**src/rtl/spi_master_if.sv**
```systemverilog
// ============================================================
// spi_master_if: host-side register bus bundle for spi_master
// Revision: 1.0
// ============================================================
`default_nettype none

interface spi_master_if #(
  parameter int DWIDTH = 8,
  parameter int NUM_SS = 1
);
  localparam int SSW = (NUM_SS > 1) ? $clog2(NUM_SS) : 1;

  logic              cs;
  logic              rd;
  logic              wr;
  logic [DWIDTH-1:0] din;
  logic              cpol;
  logic              cpha;
  logic [SSW-1:0]    ss_sel;
`ifdef SPI_LSB_FIRST_EN
  logic              lsb_first;
`endif
  logic [DWIDTH-1:0] dout;
  logic              busy;
  logic              done;

  modport master (
`ifdef SPI_LSB_FIRST_EN
    output lsb_first,
`endif
    output cs, rd, wr, din, cpol, cpha, ss_sel,
    input  dout, busy, done
  );

  modport slave (
`ifdef SPI_LSB_FIRST_EN
    input  lsb_first,
`endif
    input  cs, rd, wr, din, cpol, cpha, ss_sel,
    output dout, busy, done
  );
endinterface

`default_nettype wire

```
**src/rtl/spi_master.sv**
```systemverilog
// ============================================================
// spi_master: full-duplex SPI master, modes 0-3, optional SPI_LSB_FIRST_EN
// Revision: 1.0
// ============================================================
`default_nettype none

module spi_master #(
  parameter int DWIDTH  = 8,
  parameter int CLK_DIV = 4,
  parameter int NUM_SS  = 1
) (
  input  logic              clk,
  input  logic              rst,
  spi_master_if.slave       bus,
  input  logic              miso,
  output logic              mosi,
  output logic              sclk,
  output logic [NUM_SS-1:0] ss_n
);
  localparam int SSW   = (NUM_SS > 1) ? $clog2(NUM_SS) : 1;
  localparam int DIV_W = $clog2(CLK_DIV);
  localparam int ECW   = $clog2(2 * DWIDTH) + 1;
  localparam logic [DIV_W-1:0] DIV_LOAD = DIV_W'(CLK_DIV - 1);
  localparam logic [ECW-1:0]   EDGES    = ECW'(2 * DWIDTH);

  typedef enum logic [1:0] {
    IDLE  = 2'd0,
    SETUP = 2'd1,
    XFER  = 2'd2,
    HOLD  = 2'd3
  } state_t;

  state_t            state;
  logic [DWIDTH-1:0] tx_sh;
  logic [DWIDTH-1:0] rx_sh;
  logic [DWIDTH-1:0] dout_reg;
  logic              busy_reg;
  logic              done_reg;
  logic              cpol_l;
  logic              cpha_l;
  logic              lsb_l;
  logic [SSW-1:0]    sel_l;
  logic [DIV_W-1:0]  div;
  logic [ECW-1:0]    edge_cnt;
  logic [NUM_SS-1:0] sel_dec;

  logic              start;
  logic              clr;
  logic              leading;
  logic              do_shift;
  logic              do_sample;
  logic [DWIDTH-1:0] tx_next;
  logic [DWIDTH-1:0] rx_next;

  assign start = bus.cs & bus.wr & ~bus.rd;
  assign clr   = bus.cs & bus.rd & ~bus.wr;

  // Edge counter starts at 2*DWIDTH, so odd (leading) edges see an even count
  assign leading   = ~edge_cnt[0];
  assign do_shift  = leading ? (cpha_l && (edge_cnt != EDGES)) : ~cpha_l;
  assign do_sample = leading ^ cpha_l;
  assign tx_next   = lsb_l ? {1'b0, tx_sh[DWIDTH-1:1]} : {tx_sh[DWIDTH-2:0], 1'b0};
  assign rx_next   = lsb_l ? {miso, rx_sh[DWIDTH-1:1]} : {rx_sh[DWIDTH-2:0], miso};

  assign bus.dout = dout_reg;
  assign bus.busy = busy_reg;
  assign bus.done = done_reg;

  generate
    for (genvar i = 0; i < NUM_SS; i++) begin : g_ss
      assign sel_dec[i] = (sel_l == SSW'(i));
    end
  endgenerate

  function automatic logic first_bit(input logic [DWIDTH-1:0] v, input logic lsb);
    return lsb ? v[0] : v[DWIDTH-1];
  endfunction

`ifdef SPI_LSB_FIRST_EN
  always_ff @(posedge clk or negedge rst) begin
    if (!rst)
      lsb_l <= 1'b0;
    else if (state == IDLE && start)
      lsb_l <= bus.lsb_first;
  end
`else
  assign lsb_l = 1'b0;
`endif

  always_ff @(posedge clk or negedge rst) begin
    if (!rst) begin
      state    <= IDLE;
      tx_sh    <= '0;
      rx_sh    <= '0;
      dout_reg <= '0;
      busy_reg <= 1'b0;
      done_reg <= 1'b0;
      cpol_l   <= 1'b0;
      cpha_l   <= 1'b0;
      sel_l    <= '0;
      div      <= DIV_LOAD;
      edge_cnt <= '0;
      ss_n     <= '1;
      sclk     <= 1'b0;
      mosi     <= 1'b0;
    end else begin
      // A completion in HOLD below overrides this clear
      if (clr)
        done_reg <= 1'b0;
      case (state)
        IDLE: begin
          sclk <= bus.cpol;
          ss_n <= '1;
          if (start) begin
            tx_sh    <= bus.din;
            rx_sh    <= '0;
            cpol_l   <= bus.cpol;
            cpha_l   <= bus.cpha;
            sel_l    <= bus.ss_sel;
            div      <= DIV_LOAD;
            done_reg <= 1'b0;
            busy_reg <= 1'b1;
            state    <= SETUP;
          end
        end
        SETUP: begin
          ss_n <= ~sel_dec;
          sclk <= cpol_l;
          mosi <= first_bit(tx_sh, lsb_l);
          // Divider left at zero so the first SCLK edge lands on the next cycle
          if (div == '0) begin
            edge_cnt <= EDGES;
            state    <= XFER;
          end else begin
            div <= div - 1'b1;
          end
        end
        XFER: begin
          if (div == '0) begin
            div <= DIV_LOAD;
            if (edge_cnt == '0) begin
              state <= HOLD;
            end else begin
              sclk     <= ~sclk;
              edge_cnt <= edge_cnt - 1'b1;
              if (do_shift) begin
                tx_sh <= tx_next;
                mosi  <= first_bit(tx_next, lsb_l);
              end
              if (do_sample)
                rx_sh <= rx_next;
            end
          end else begin
            div <= div - 1'b1;
          end
        end
        HOLD: begin
          sclk <= cpol_l;
          if (div == '0) begin
            ss_n     <= '1;
            dout_reg <= rx_sh;
            done_reg <= 1'b1;
            busy_reg <= 1'b0;
            state    <= IDLE;
          end else begin
            div <= div - 1'b1;
          end
        end
        default: state <= IDLE;
      endcase
    end
  end
endmodule

`default_nettype wire

```
**src/flat_wrapper.sv**
```systemverilog
// flat-port wrapper written by rule: the top's interface ports become plain ports
module spi_master_flat 
#(
  parameter int DWIDTH  = 8,
  parameter int CLK_DIV = 4,
  parameter int NUM_SS  = 1
)
  (clk, rst, miso, mosi, sclk, ss_n, bus_cs, bus_rd, bus_wr, bus_din, bus_cpol, bus_cpha, bus_ss_sel, bus_dout, bus_busy, bus_done);
  spi_master_if #(.DWIDTH(DWIDTH), .NUM_SS(NUM_SS)) bus_i ();
  input  logic clk;
  input  logic rst;
  input  logic miso;
  output logic mosi;
  output logic sclk;
  output logic [NUM_SS-1:0] ss_n;
  input wire logic [$bits(bus_i.cs)-1:0] bus_cs;
  input wire logic [$bits(bus_i.rd)-1:0] bus_rd;
  input wire logic [$bits(bus_i.wr)-1:0] bus_wr;
  input wire logic [$bits(bus_i.din)-1:0] bus_din;
  input wire logic [$bits(bus_i.cpol)-1:0] bus_cpol;
  input wire logic [$bits(bus_i.cpha)-1:0] bus_cpha;
  input wire logic [$bits(bus_i.ss_sel)-1:0] bus_ss_sel;
  output wire logic [$bits(bus_i.dout)-1:0] bus_dout;
  output wire logic [$bits(bus_i.busy)-1:0] bus_busy;
  output wire logic [$bits(bus_i.done)-1:0] bus_done;
  assign bus_i.cs = bus_cs;
  assign bus_i.rd = bus_rd;
  assign bus_i.wr = bus_wr;
  assign bus_i.din = bus_din;
  assign bus_i.cpol = bus_cpol;
  assign bus_i.cpha = bus_cpha;
  assign bus_i.ss_sel = bus_ss_sel;
  assign bus_dout = bus_i.dout;
  assign bus_busy = bus_i.busy;
  assign bus_done = bus_i.done;
  spi_master #(.DWIDTH(DWIDTH), .CLK_DIV(CLK_DIV), .NUM_SS(NUM_SS)) u_core (.clk(clk), .rst(rst), .bus(bus_i), .miso(miso), .mosi(mosi), .sclk(sclk), .ss_n(ss_n));
endmodule
```
**config.mk**
```make
export PLATFORM = sky130hd
export DESIGN_NAME = spi_master_flat
export DESIGN_NICKNAME = d
export VERILOG_FILES = /design/src/rtl/spi_master_if.sv /design/src/rtl/spi_master.sv /design/src/flat_wrapper.sv
export SDC_FILE = /design/constraint.sdc
export NUM_CORES = 1
export LEC_CHECK = 0
export ABC_AREA = 1
export BUFFER_PORTS_ARGS = -buffer_cell sky130_fd_sc_hd__buf_2
export CAP_MARGIN = 30
export CORE_ASPECT_RATIO = 1.25
export CORE_MARGIN = 10
export CORE_UTILIZATION = 50
export CTS_BUF_LIST = sky130_fd_sc_hd__clkbuf_2
export DETAILED_ROUTE_END_ITERATION = 7
export PLACE_DENSITY = 0.72
export SLEW_MARGIN = 20
export SYNTH_ARGS = -nofsm -noshare
export SYNTH_HDL_FRONTEND = slang
export SYNTH_SLANG_ARGS = --single-unit
export TNS_END_PERCENT = 100
```
**constraint.sdc**
```tcl
create_clock -name clk -period 1.7 [get_ports clk]
set_input_delay 0.34 -clock clk [delete_from_list [all_inputs] [get_ports clk]]
set_output_delay 0.34 -clock clk [all_outputs]
set_load 0.05 [all_outputs]
```
## Word-level counts from Yosys, hierarchy flattened

Index checks and enable logic that the tools add are counted.

- Register bits: 41
- Word-level logic and storage cells: 100
- Output and inout bits: 13

- Reduce and logical (&&, ||, !) cells: 20
- Multiplexer cells: 41
- Eq/ne operators: 13
- Bitwise operators: 10
- Add/subtract/negate cells: 2

Operators by type and width:

| cell | count |
|---|---|
| 2-to-1 mux 8 bit | 8 |
| one-hot mux 8 bit (2 select lines) | 2 |
| 2-to-1 mux 2 bit | 8 |
| 2-to-1 mux 5 bit | 3 |
| AND reduction 5 bit | 3 |
| inequality test 2 x 1 -> 1 bit, second input constant | 7 |
| 2-to-1 mux 1 bit | 12 |
| one-hot mux 5 bit (2 select lines) | 1 |
| AND reduction 2 bit | 5 |
| one-hot mux 2 bit (4 select lines) | 1 |
| AND reduction 4 bit | 2 |
| one-hot mux 1 bit (2 select lines) | 3 |
| one-hot mux 1 bit (3 select lines) | 2 |
| one-hot mux 2 bit (3 select lines) | 1 |
| nonzero test 2 bit | 3 |
| zero test 5 bit | 1 |
| inequality test 5 bit, second input constant | 1 |
| NOT 1 bit | 5 |
| subtractor 5 x 1 -> 5 bit, second input constant | 1 |
| bitwise AND 1 bit | 4 |
| == test 2 bit, second input constant | 2 |
| zero test 2 bit | 2 |
| inequality test 2 bit, second input constant | 2 |
| AND reduction 3 bit | 1 |
| 6 further kinds | 6 |

## Logic depth before layout (Yosys ltp)

Gate-level depths: netlist of the first run.

- Depth after elaboration: 7
- Mapped depth: 10

## Worst setup path before layout of the first run

No wires, ideal clock.

- Kind: register to register
- From: register u_core.div[0]
- To: register u_core.dout_reg[0], in the netlist u_core.bus.dout[0]
- Period minus slack after synthesis: 1.502 ns
- Path buffers: 0
- Path slack: 0.198 ns
- Setup time: 0.125 ns
- Required time: 1.575 ns
- Cell stages (with the launch flop): 5
- Arrival time: 1.377 ns
- Cell sequence: dfstp_2 -> inv_1 -> ha_1 -> nand2_1 -> mux2_2

- Cells in the longest elaborated chain, start to end: 2

Ends and longest elaborated chain:

| what | RTL line | RTL |
|---|---|---|
| start, declared | spi_master.sv:43 | `logic [DIV_W-1:0] div;` |
| start signal, assigned | spi_master.sv:135 | `div <= div - 1'b1;` |
| start signal, assigned | spi_master.sv:154 | `div <= div - 1'b1;` |
| start signal, assigned | spi_master.sv:166 | `div <= div - 1'b1;` |
| zero test 2 bit | spi_master.sv:159 | `if (div == '0) begin` |
| AND reduction 2 bit (no line) | n/a |  |
| end signal, assigned | spi_master.sv:161 | `dout_reg <= rx_sh;` |
| end, declared | spi_master.sv:36 | `logic [DWIDTH-1:0] dout_reg;` |

No other way between the ends.
A chain may end at the register's enable or synchronous reset.

## Worst setup path in the final report of the first run

- From: register u_core.state[1]
- To: register u_core.tx_sh[1]

- Cells in the longest elaborated chain, start to end: 3
- Elaborated cells on any way between the ends: 9
- Classes of those cells: eq/ne (5); mux (1); reduce/logical (3)

Ends and longest elaborated chain:

| what | RTL line | RTL |
|---|---|---|
| start, declared | spi_master.sv:33 | `state_t state;` |
| start signal, assigned | spi_master.sv:92 | `state <= IDLE;` |
| start signal, assigned | spi_master.sv:123 | `state <= SETUP;` |
| start signal, assigned | spi_master.sv:133 | `state <= XFER;` |
| == test 2 bit or zero test 2 bit (tied branches) | spi_master.sv:110 | `case (state)` |
| inequality test 2 x 1 -> 1 bit (no line), or another cell as far along | n/a |  |
| AND reduction 5 bit (no line) | n/a |  |
| end signal, assigned | spi_master.sv:115 | `tx_sh <= bus.din;` |
| end signal, assigned | spi_master.sv:147 | `tx_sh <= tx_next;` |
| end, declared | spi_master.sv:34 | `logic [DWIDTH-1:0] tx_sh;` |

Parallel ways exist; a longest one is shown, timed or not.

==> impl_results.md, run 1 <==
* Status: complete, no violations
* Synth top area cells: dfrtp_1 (44%), nand2_1 (16%), ha_1 (4.6%)
* Port Buf Inserts at 29
* Worst Reg-to-Reg Cells at 9
* R2r startpoint: u_core.state[1]$_DFFE_PN0P_
* Clk_skew at 0.0149 ns
* Synth area leader: dfrtp_1
* Area of the mapped netlist at 2170 µm²
* FF-to-FF End: u_core.tx_sh[1]$_DFFE_PN0P_
* Nets at 326
* Starting Density at 52.6%
* TritonRoute pass-1 iters at 4
* Max Transition Viols Final at 0
* CTS Buffer Depth at 2
* TritonCTS clock tree: done
* Core Box Area at 4130 µm²
* I/O pins at 30
* Post-route clock period utilization at 93.6%
* Hold Fails Final Rpt at 0
* Fmax at 628 MHz
* Leak Pwr at 1.43 nW
* CP required at 2.09 ns
* Pwr/cell area at 1900 nW/µm²
* TritonCTS Buffers at 5
* Dominant synthesized flop cell: dfrtp_1
* Sink Count at 41
* Placed Area at 2450 µm²
* Critical Path Start: u_core.state[1]$_DFFE_PN0P_
* ANT cells at 0
* DP Wirelength at 3.35 mm
* Clk Latency, worst-skew pair at 0.42 ns
* # rows at 26
* Crit path time final at 1.59 ns
* # H-tree levels at 2
* Slew HR at 69.2%
* Final instance area at 2620 µm²
* Final setup fails at 0
* Most common cell after layout, fill and taps aside: nand2_1
* Area of the multi-input gates at 1060 µm²
* Routed Antenna Nets at 0
* Max Cap Viol at 0
* Crit. End Element: flip-flop
* Overflow after GRT at 0
* CTS root buf: clkbuf_2
* DRC at 0
* Detailed-route wire length at 4.58 mm
* Die ar. at 7400 µm²
* Number of synthesized register bits at 41
* Reg area at 1030 µm²
* Cells after Synth at 252
* Tightest Pin Transition at 0.462 ns
* Iter 0 DRT Violations at 124
* Final Wtd Congestion at 0.819
* Synth unique cells at 28
* Chip Height at 93.7 µm
* P&R area growth vs syn at 20.4%
* Clk slew on worst S/H paths at 0.21 ns
* HP Class: in -> reg
* Worst setup path class: reg -> reg
* Antenna violations before repair at 0
* Async set-reset flop share out of synthesis at 100%
* Post-synth EDFFs at 0
* Register area share after synthesis at 47.4%
* Routed len/inst at 12.8 µm
* Mapped Nets at 277
* Largest net degree at the start of global routing at 24
* Fill cells at 394
* Syn. warnings at 0
* Max VDD drop at 1.02 mV
* Avg Inst Size Synth at 8.62 µm²
* Worst Setup Start Kind: flip-flop
* Layout cell share with drive strength beyond 1 at 27.5%
* Worst Hold Margin at 0.123 ns
* WP data arrival at 1.98 ns
* Reg2reg setup slack at 0.11 ns
* Die width at 79.0 µm
* First-pass GRT wire length at 7.87 mm
* Commonest non-fill, non-tap cells in the layout: nand2_1 (92), dfrtp_1 (38), buf_2 (29)
* Crit path capture: u_core.tx_sh[1]$_DFFE_PN0P_
* Worst Path Max Fanout at 6
* Vias at 1,762
* Total GRT Usage at 13.0%
* Vias in the first global route at 1,731
* Via density at 4.92
* Post-synth top area share at 43.8%
-- worst max-delay path, stage by stage, from the launching register on --
cell     delay (ns)
dfrtp_1        0.42
buf_4          0.14
ha_4           0.17
buf_4          0.16
nand4_4        0.11
nand2_2        0.10
nor2_8         0.17
buf_4          0.15
nand3_1        0.07
nand2_1        0.07
-- power by group --
group / total [W] / switching (W) / internal, W
registers: 0.00150 / 0.000179 / 0.00132
logic: 0.00290 / 0.00179 / 0.00111
clock network: 0.000570 / 0.000327 / 0.000243
-- how the worst min path moves through the flow --
| stage | endpoint | cells past startpoint | startpoint | slack (ns) |
|---|---|---|---|---|
| final | u_core.tx_sh[0]$_DFFE_PN0P_ | 3 | bus_din[0] | 0.12 |
| after global routing | u_core.tx_sh[0]$_DFFE_PN0P_ | 3 | bus_din[0] | 0.12 |
| after CTS | u_core.tx_sh[0]$_DFFE_PN0P_ | 3 | bus_din[0] | 0.11 |
| after detailed placement | u_core.state[0]$_DFFE_PN0P_ | 1 | rst | 0.31 |
| after global placement | u_core.state[0]$_DFFE_PN0P_ | 1 | rst | 0.31 |
| after floorplan | u_core.bus.busy$_DFFE_PN0P_ | 0 | rst | 0.04 |
-- synth_stat cells, types with 2 or more instances --
cell,count
a21oi_1,6
buf_4,2
buf_6,2
dfrtp_1,38
dfstp_2,3
ha_1,8
inv_1,18
mux2_2,8
nand2_1,92
nand2_2,5
nand2_4,4
nand3_1,18
nand3b_1,9
nand4_1,2
nor2_1,11
nor2_8,2
nor3_1,2
o21ai_0,10
o22ai_1,2
xor2_1,2
-- stage by stage --
| stage | util [%] | instances | total power (W) | setup TNS, ns | setup slack (ns) |
|---|---|---|---|---|---|
| after CTS | 61.2 | 352 | 0.00470 | 0 | 0.0298 |
| after detailed placement | 59.4 | 343 | 0.00411 | 0 | 0.0857 |
| after global routing | 63.3 | 358 | 0.00543 | -0.0107 | -0.00784 |
| after global placement | 59.4 | 343 | 0.00408 | 0 | 0.103 |
| after floorplan | - | 252 | 0.00351 | 0 | 0.198 |
| final | 63.3 | 358 | 0.00496 | 0 | 0.108 |
-- cell families (layout without fill, tap and decap cells) --
kind of cell	after synthesis	count (layout)	share of synthesized area, %
simple gates	149	149	32.9
buf+inv	24	74	5.24
mux	8	8	4.15
flops	41	41	47.4
xor+xnor	2	2	0.807
compound gates	20	20	4.90
fa+ha+maj	8	8	4.61
-- timing repair --
action | in CTS | in global routing
hold endpoints to repair | 17 | 0
setup endpoints to repair | 0 | 20
hold buffers | 1 | 0
setup buffers | 0 | 6
resized for setup | 0 | 10
-- layer usage --
layer,GRT usage (%),wire [µm],up-vias
met4,4.94,67,0
li1,-,-,909
met5,0,0,-
met3,3.93,213,7
met2,21.8,2270,31
met1,15.3,2020,815
-- final cells by class --
| class | instances | share of cell area, % |
|---|---|---|
| clock buffer | 5 | 0.957 |
| clock inverter | 3 | 1.58 |
| inverter | 19 | 2.73 |
| multi-input combinational | 187 | 40.4 |
| sequential | 41 | 39.4 |
| tap | 56 | 2.68 |
| timing repair buffer | 47 | 12.2 |
No activity file was read; power rests on OpenSTA's default activity.
==> run 2, diff against run 1 <==
--- a/config.mk
+++ b/config.mk
@@ -11,9 +11,10 @@
 export CORE_ASPECT_RATIO = 1.25
 export CORE_MARGIN = 10
 export CORE_UTILIZATION = 50
-export CTS_BUF_LIST = sky130_fd_sc_hd__clkbuf_2
 export DETAILED_ROUTE_END_ITERATION = 7
 export PLACE_DENSITY = 0.72
+export SETUP_SLACK_MARGIN = 0.5
+export SKIP_LAST_GASP = 1
 export SLEW_MARGIN = 20
 export SYNTH_ARGS = -nofsm -noshare
 export SYNTH_HDL_FRONTEND = slang
==> impl_results.md, run 2 (synthesis gave the netlist of run 1 again) <==
* Layout cell share with drive strength beyond 1 at 39.9% (was 27.5%)
* Die ar. at 7400 µm² (unchanged)
* DP Wirelength at 3.41 mm (was 3.35 mm)
* Core Box Area at 4130 µm² (unchanged)
* Worst Setup Start Kind: flip-flop (unchanged)
* TritonCTS clock tree: done (unchanged)
* Detailed-route wire length at 5.35 mm (was 4.58 mm)
* Crit-path leading delay family: flip-flops (was simple AND/OR/NAND/NOR gates)
* Fmax at 678 MHz (was 628 MHz)
* CTS Buffer Depth at 2 (unchanged)
* RSZ-0062 raised after global routing: true
* Clk_skew at 0.0120 ns (was 0.0149 ns)
* Vias at 1,862 (was 1,762)
* Post-route clock period utilization at 86.8% (was 93.6%)
* Crit. End Element: flip-flop (unchanged)
* Iter 0 DRT Violations at 87 (was 124)
* TritonRoute pass-1 iters at 4 (unchanged)
* Chip Height at 93.7 µm (unchanged)
* HP Class: in -> async (was in -> reg)
* Status: complete, no violations (unchanged)
* Max Cap Viol at 0 (unchanged)
* Slowest-stage cell, CP: dfrtp_2 (was dfrtp_1)
* WP buf/inv at 1 (was 3)
* Fill cells at 305 (was 394)
* Crit path time final at 1.47 ns (was 1.59 ns)
* Commonest non-fill, non-tap cells in the layout: nand2_1 (86), dfrtp_1 (37), buf_4 (19) (was nand2_1 (92), dfrtp_1 (38), buf_2 (29))
* Final instance area at 3040 µm² (was 2620 µm²)
* Routed Antenna Nets at 0 (unchanged)
* Hold Fails Final Rpt at 0 (unchanged)
* DRT met1 WL at 2.24 mm (was 2.02 mm)
* P&R area growth vs syn at 39.9% (was 20.4%)
* Starting Density at 52.6% (unchanged)
* CTS root buf: clkbuf_8 (was clkbuf_2)
* ANT cells at 0 (unchanged)
* Setup TNS at 0 ns (unchanged)
* Pwr/cell area at 2000 nW/µm² (was 1900 nW/µm²)
* Most common cell on crit path: nand2_1 (was buf_4)
* Vias in the first global route at 1,982 (was 1,731)
* Clk Latency, worst-skew pair at 0.30 ns (was 0.42 ns)
* Total GRT Usage at 15.1% (was 13.0%)
* Routed len/inst at 14.5 µm (was 12.8 µm)
* Slew HR at 65.5% (was 69.2%)
* # H-tree levels at 2 (unchanged)
* Clk slew on worst S/H paths at 0.08 ns (was 0.21 ns)
* WP depth at 7 (was 9)
* Met2 Wirelength at 2.74 mm (was 2.27 mm)
* DRC at 0 (unchanged)
* Placed Area at 2460 µm² (was 2450 µm²)
* Worst Reg-to-Reg Cells at 7 (was 9)
* # rows at 26 (unchanged)
* Antenna violations before repair at 0 (unchanged)
* TritonCTS Buffers at 5 (unchanged)
* Tightest Pin Transition at 0.518 ns (was 0.462 ns)
* Via density at 5.05 (was 4.92)
* Most common cell after layout, fill and taps aside: nand2_1 (unchanged)
* CP required at 1.87 ns (was 2.09 ns)
* Largest net degree at the start of global routing at 42 (was 24)
* Sink Count at 41 (unchanged)
* Overflow after GRT at 0 (unchanged)
* First-pass GRT wire length at 9.11 mm (was 7.87 mm)
* Leak Pwr at 1.57 nW (was 1.43 nW)
* Met3 WL at 259 µm (was 213 µm)
* Worst-path cell chain: ha_4 -> inv_1 -> nand2_1 -> nand2_1 -> nand3_2 -> nand2_1 -> o21ai_0 (was buf_4 -> ha_4 -> buf_4 -> nand4_4 -> nand2_2 -> nor2_8 -> buf_4 -> nand3_1 -> nand2_1)
* Final setup fails at 0 (unchanged)
* Top routing layer used: met4 (unchanged)
* Port Buf Inserts at 29 (unchanged)
* Final Wtd Congestion at 0.798 (was 0.819)
* Nets at 337 (was 326)
* I/O pins at 30 (unchanged)
* CP peak stage delay at 0.45 ns (was 0.42 ns)
* Max VDD drop at 1.12 mV (was 1.02 mV)
* WP data arrival at 1.64 ns (was 1.98 ns)
* Die width at 79.0 µm (unchanged)
* Cts-stage hold buffer count at 0 (was 1)
* Worst setup path class: reg -> reg (unchanged)
* Worst Path Max Fanout at 6 (unchanged)
* Max Transition Viols Final at 0 (unchanged)
==> run 2: cell types whose count changed in the layout (fill, tap and decap cells not counted), moves of 6 or more <==
| cell | before | now |
|---|---|---|
| buf_2 | 29 | 16 |
| buf_6 | 0 | 18 |
| clkbuf_8 | 0 | 6 |
| nand3_2 | 0 | 7 |
| nand3_1 | 18 | 11 |
| nand2_1 | 92 | 86 |
==> run 2: what timing repair did <==
item	in CTS	in global routing
buffers inserted	19	4
endpoints found under the setup margin	54	54
cloned	2	0
gates resized for setup	60	13
pin swaps	18	10
==> run 2: metal layers <==
metal,track usage [%],vias to the layer above
met1,17.5,878
met4,5.24,0
met2,25.6,36
li1,-,936
met3,4.69,12
met5,0,-
==> run 2: path summary, 6_finish.rpt <==
kind	start	slack, ns	endpoint
worst max-delay path	u_core.state[1]$_DFFE_PN0P_	0.23	u_core.state[0]$_DFFE_PN0P_
worst min-delay path	rst	0.09	u_core.edge_cnt[1]$_DFFE_PN0P_
worst min register to register	u_core.tx_sh[1]$_DFFE_PN0P_	0.49	u_core.tx_sh[1]$_DFFE_PN0P_
max in group asynchronous	rst	1.21	u_core.state[1]$_DFFE_PN0P_
worst max register to register	u_core.state[1]$_DFFE_PN0P_	0.23	u_core.state[0]$_DFFE_PN0P_
min in group clk	bus_din[0]	0.27	u_core.tx_sh[0]$_DFFE_PN0P_
==> run 2: stage by stage <==
step | hold WS (ns) | instances | setup WS, ns | total power, W | util, %
6_report | 0.0896 | 369 | 0.225 | 0.00607 | 73.6
5_1_grt | 0.122 | 369 | 0.149 | 0.00654 | 73.6
4_1_cts | 0.116 | 365 | 0.272 | 0.00579 | 71.3
3_5_place_dp | 0.435 | 336 | 0.103 | 0.00426 | 59.5
3_3_place_gp | 0.437 | 336 | 0.143 | 0.00420 | 59.5
2_1_floorplan | 0.0444 | 252 | 0.281 | 0.00374 | -
==> run 2: power by group <==
part	switching [W]	leakage, nW	internal, W
Combinational	0.00222	0.994	0.00164
Sequential	0.000215	0.523	0.00133
Clock	0.000339	0.0512	0.000329
Total	0.00278	1.57	0.00330
==> run 2: worst register-to-register path: stages (launching register included) <==
cell	delay (ns)
dfrtp_2	0.45
ha_4	0.21
inv_1	0.20
nand2_1	0.11
nand2_1	0.10
nand3_2	0.12
nand2_1	0.09
o21ai_0	0.08
==> run 2: layout make-up <==
type	instances	area [µm²]	share of cell area, %
Multi-Input combinational cell	188	1260	41.5
Sequential cell	41	1030	33.9
Timing Repair Buffer	57	508	16.7
Clock buffer	6	82.6	2.72
Inverter	19	73.8	2.43
Tap cell	56	70.1	2.31
Clock inverter	2	13.8	0.453
==> run 3, diff against run 2 <==
--- a/config.mk
+++ b/config.mk
@@ -12,7 +12,9 @@
 export CORE_MARGIN = 10
 export CORE_UTILIZATION = 50
 export DETAILED_ROUTE_END_ITERATION = 7
+export HOLD_SLACK_MARGIN = 0.1
 export PLACE_DENSITY = 0.72
+export REMOVE_ABC_BUFFERS = 1
 export SETUP_SLACK_MARGIN = 0.5
 export SKIP_LAST_GASP = 1
 export SLEW_MARGIN = 20
==> impl_results.md, run 3 (synthesis gave the netlist of run 1 again) <==
* DP Wirelength at 3.38 mm (was 3.41 mm)
* FF-to-FF End: u_core.bus.dout[0]$_DFFE_PN0P_ (was u_core.state[0]$_DFFE_PN0P_)
* Detailed-route wire length at 6.69 mm (was 5.35 mm)
* Overflow after GRT at 0 (unchanged)
* Worst setup path class: reg -> reg (unchanged)
* Nets at 350 (was 337)
* # H-tree levels at 2 (unchanged)
* Core Box Area at 4130 µm² (unchanged)
* Antenna violations before repair at 0 (unchanged)
* Max VDD drop at 1.16 mV (was 1.12 mV)
* Worst Reg-to-Reg Cells at 5 (was 7)
* Pwr/cell area at 2060 nW/µm² (was 2000 nW/µm²)
* Sink Count at 41 (unchanged)
* CP required at 1.89 ns (was 1.87 ns)
* WP data arrival at 1.72 ns (was 1.64 ns)
* Total GRT Usage at 16.2% (was 15.1%)
* Fin worst setup slack at 0.170 ns (was 0.225 ns)
* HP Class: in -> reg (was in -> async)
* Routed Antenna Nets at 0 (unchanged)
* TritonCTS Buffers at 5 (unchanged)
* Reg2reg setup slack at 0.17 ns (was 0.23 ns)
* Worst Path Max Fanout at 5 (was 6)
* Fmax at 653 MHz (was 678 MHz)
* Max Transition Viols Final at 0 (unchanged)
* HP Start: bus_cpha
* Clk_skew at 0.00877 ns (was 0.0120 ns)
* RSZ-0062 raised after global routing: true (unchanged)
* Die ar. at 7400 µm² (unchanged)
* Chip Height at 93.7 µm (unchanged)
* Post-layout util at 78.9% (was 73.6%)
* # rows at 26 (unchanged)
* CP peak stage delay at 0.57 ns (was 0.45 ns)
* Worst Setup Start Kind: flip-flop (unchanged)
* Max Cap Viol at 0 (unchanged)
* Slowest-stage cell, CP: dfstp_2 (was dfrtp_2)
* Layout cell share with drive strength beyond 1 at 45.4% (was 39.9%)
* DRC at 0 (unchanged)
* Hold Fails Final Rpt at 0 (unchanged)
* Clk slew on worst S/H paths at 0.09 ns (was 0.08 ns)
* Final Wtd Congestion at 0.780 (was 0.798)
* Post-route clock period utilization at 90.0% (was 86.8%)
* Slew HR at 70.6% (was 65.5%)
* TritonRoute pass-1 iters at 4 (unchanged)
* TritonCTS clock tree: done (unchanged)
* Clk Latency, worst-skew pair at 0.31 ns (was 0.30 ns)
* R2r startpoint: u_core.div[0]$_DFFE_PN1P_ (was u_core.state[1]$_DFFE_PN0P_)
* Total Power at 0.00672 W (was 0.00607 W)
* Crit. End Element: flip-flop (unchanged)
* Tightest Pin Transition at 0.440 ns (was 0.518 ns)
* Hold Path Stages at 3
* I/O pins at 30 (unchanged)
* Die width at 79.0 µm (unchanged)
* Worst-path cell chain: inv_2 -> ha_4 -> nand2_4 -> clkbuf_16 -> mux2_2 (was ha_4 -> inv_1 -> nand2_1 -> nand2_1 -> nand3_2 -> nand2_1 -> o21ai_0)
* Commonest non-fill, non-tap cells in the layout: nand2_1 (79), dfrtp_1 (37), buf_4 (26) (was nand2_1 (86), dfrtp_1 (37), buf_4 (19))
* Port Buf Inserts at 29 (unchanged)
* Starting Density at 52.6% (unchanged)
* Worst slack at placement at 0.0724 ns (was 0.103 ns)
* Via density at 5.36 (was 5.05)
* Status: complete, no violations (unchanged)
* Vias in the first global route at 2,112 (was 1,982)
* CTS Buffer Depth at 2 (unchanged)
* Crit path time final at 1.53 ns (was 1.47 ns)
* Worst Hold Margin at 0.295 ns (was 0.0896 ns)
* Vias at 2,046 (was 1,862)
* Routed len/inst at 17.5 µm (was 14.5 µm)
* Leak Pwr at 1.65 nW (was 1.57 nW)
* ANT cells at 0 (unchanged)
* Largest net degree at the start of global routing at 26 (was 42)
* Final setup fails at 0 (unchanged)
* Most common cell after layout, fill and taps aside: nand2_1 (unchanged)
* WP buf/inv at 2 (was 1)
* Iter 0 DRT Violations at 146 (was 87)
* Crit-path leading delay family: flip-flops (unchanged)
* P&R area growth vs syn at 50.1% (was 39.9%)
* First-pass GRT wire length at 9.73 mm (was 9.11 mm)
* CTS root buf: clkbuf_8 (unchanged)
* Hold endpoint: u_core.cpha_l$_DFFE_PN0P_
## run 3: power breakdown
| group | switching [W] | internal (W) | total, W |
|---|---|---|---|
| registers | 0.000251 | 0.00133 | 0.00158 |
| logic | 0.00253 | 0.00176 | 0.00429 |
| clock network | 0.000373 | 0.000478 | 0.000851 |
| total | 0.00315 | 0.00356 | 0.00672 |
## run 3: how the worst max path moves through the flow
stage,startpoint,cells past startpoint,slack (ns),endpoint
floorplan,u_core.state[0]$_DFFE_PN0P_,8,-0.35,u_core.tx_sh[0]$_DFFE_PN0P_
global placement,u_core.state[0]$_DFFE_PN0P_,8,0.12,u_core.tx_sh[1]$_DFFE_PN0P_
detailed placement,u_core.state[1]$_DFFE_PN0P_,8,0.07,u_core.rx_sh[2]$_DFFE_PN0P_
CTS,u_core.state[0]$_DFFE_PN0P_,9,0.25,u_core.tx_sh[7]$_DFFE_PN0P_
global route,u_core.state[0]$_DFFE_PN0P_,8,0.12,u_core.state[0]$_DFFE_PN0P_
finish,u_core.div[0]$_DFFE_PN1P_,5,0.17,u_core.bus.dout[0]$_DFFE_PN0P_
## run 3: worst min-delay path, stage by stage
cell     delay, ns
buf_2         0.08
nor2_2        0.03
a21oi_1       0.10
## run 3: area by class of cell
cell class	count	area, µm²
Timing Repair Buffer	69	607
Multi-Input combinational cell	189	1360
Fill cell	256	871
Clock inverter	2	37.5
Inverter	19	77.6
Sequential cell	41	1030
Tap cell	56	70.1
Clock buffer	6	82.6
## run 3: through the flow
step / setup TNS (ns) / instances / area (µm²)
CTS: 0 / 373 / 3030
global route: 0 / 382 / 3260
floorplan: -7.72 / 247 / 2130
detailed placement: 0 / 342 / 2440
global placement: 0 / 342 / 2440
finish: 0 / 382 / 3260
## run 3: timing repair
item | CTS | global route
resized for setup | 88 | 34
setup endpoints to repair | 54 | 54
pin swaps | 13 | 13
hold buffers | 1 | 0
endpoints found under the hold margin | 15 | 0
gates cloned | 2 | 2
setup buffers | 20 | 7
## run 3: metal layers
| layer | track usage (%) | part of all wire [%] | routed length [µm] | up-vias |
|---|---|---|---|---|
| met5 | 0 | 0 | 0 | - |
| met4 | 6.89 | 2.0 | 133 | 0 |
| met3 | 4.98 | 5.1 | 342 | 14 |
| met2 | 28.3 | 53 | 3560 | 67 |
| met1 | 17.8 | 40 | 2660 | 1006 |
| li1 | - | - | - | 959 |
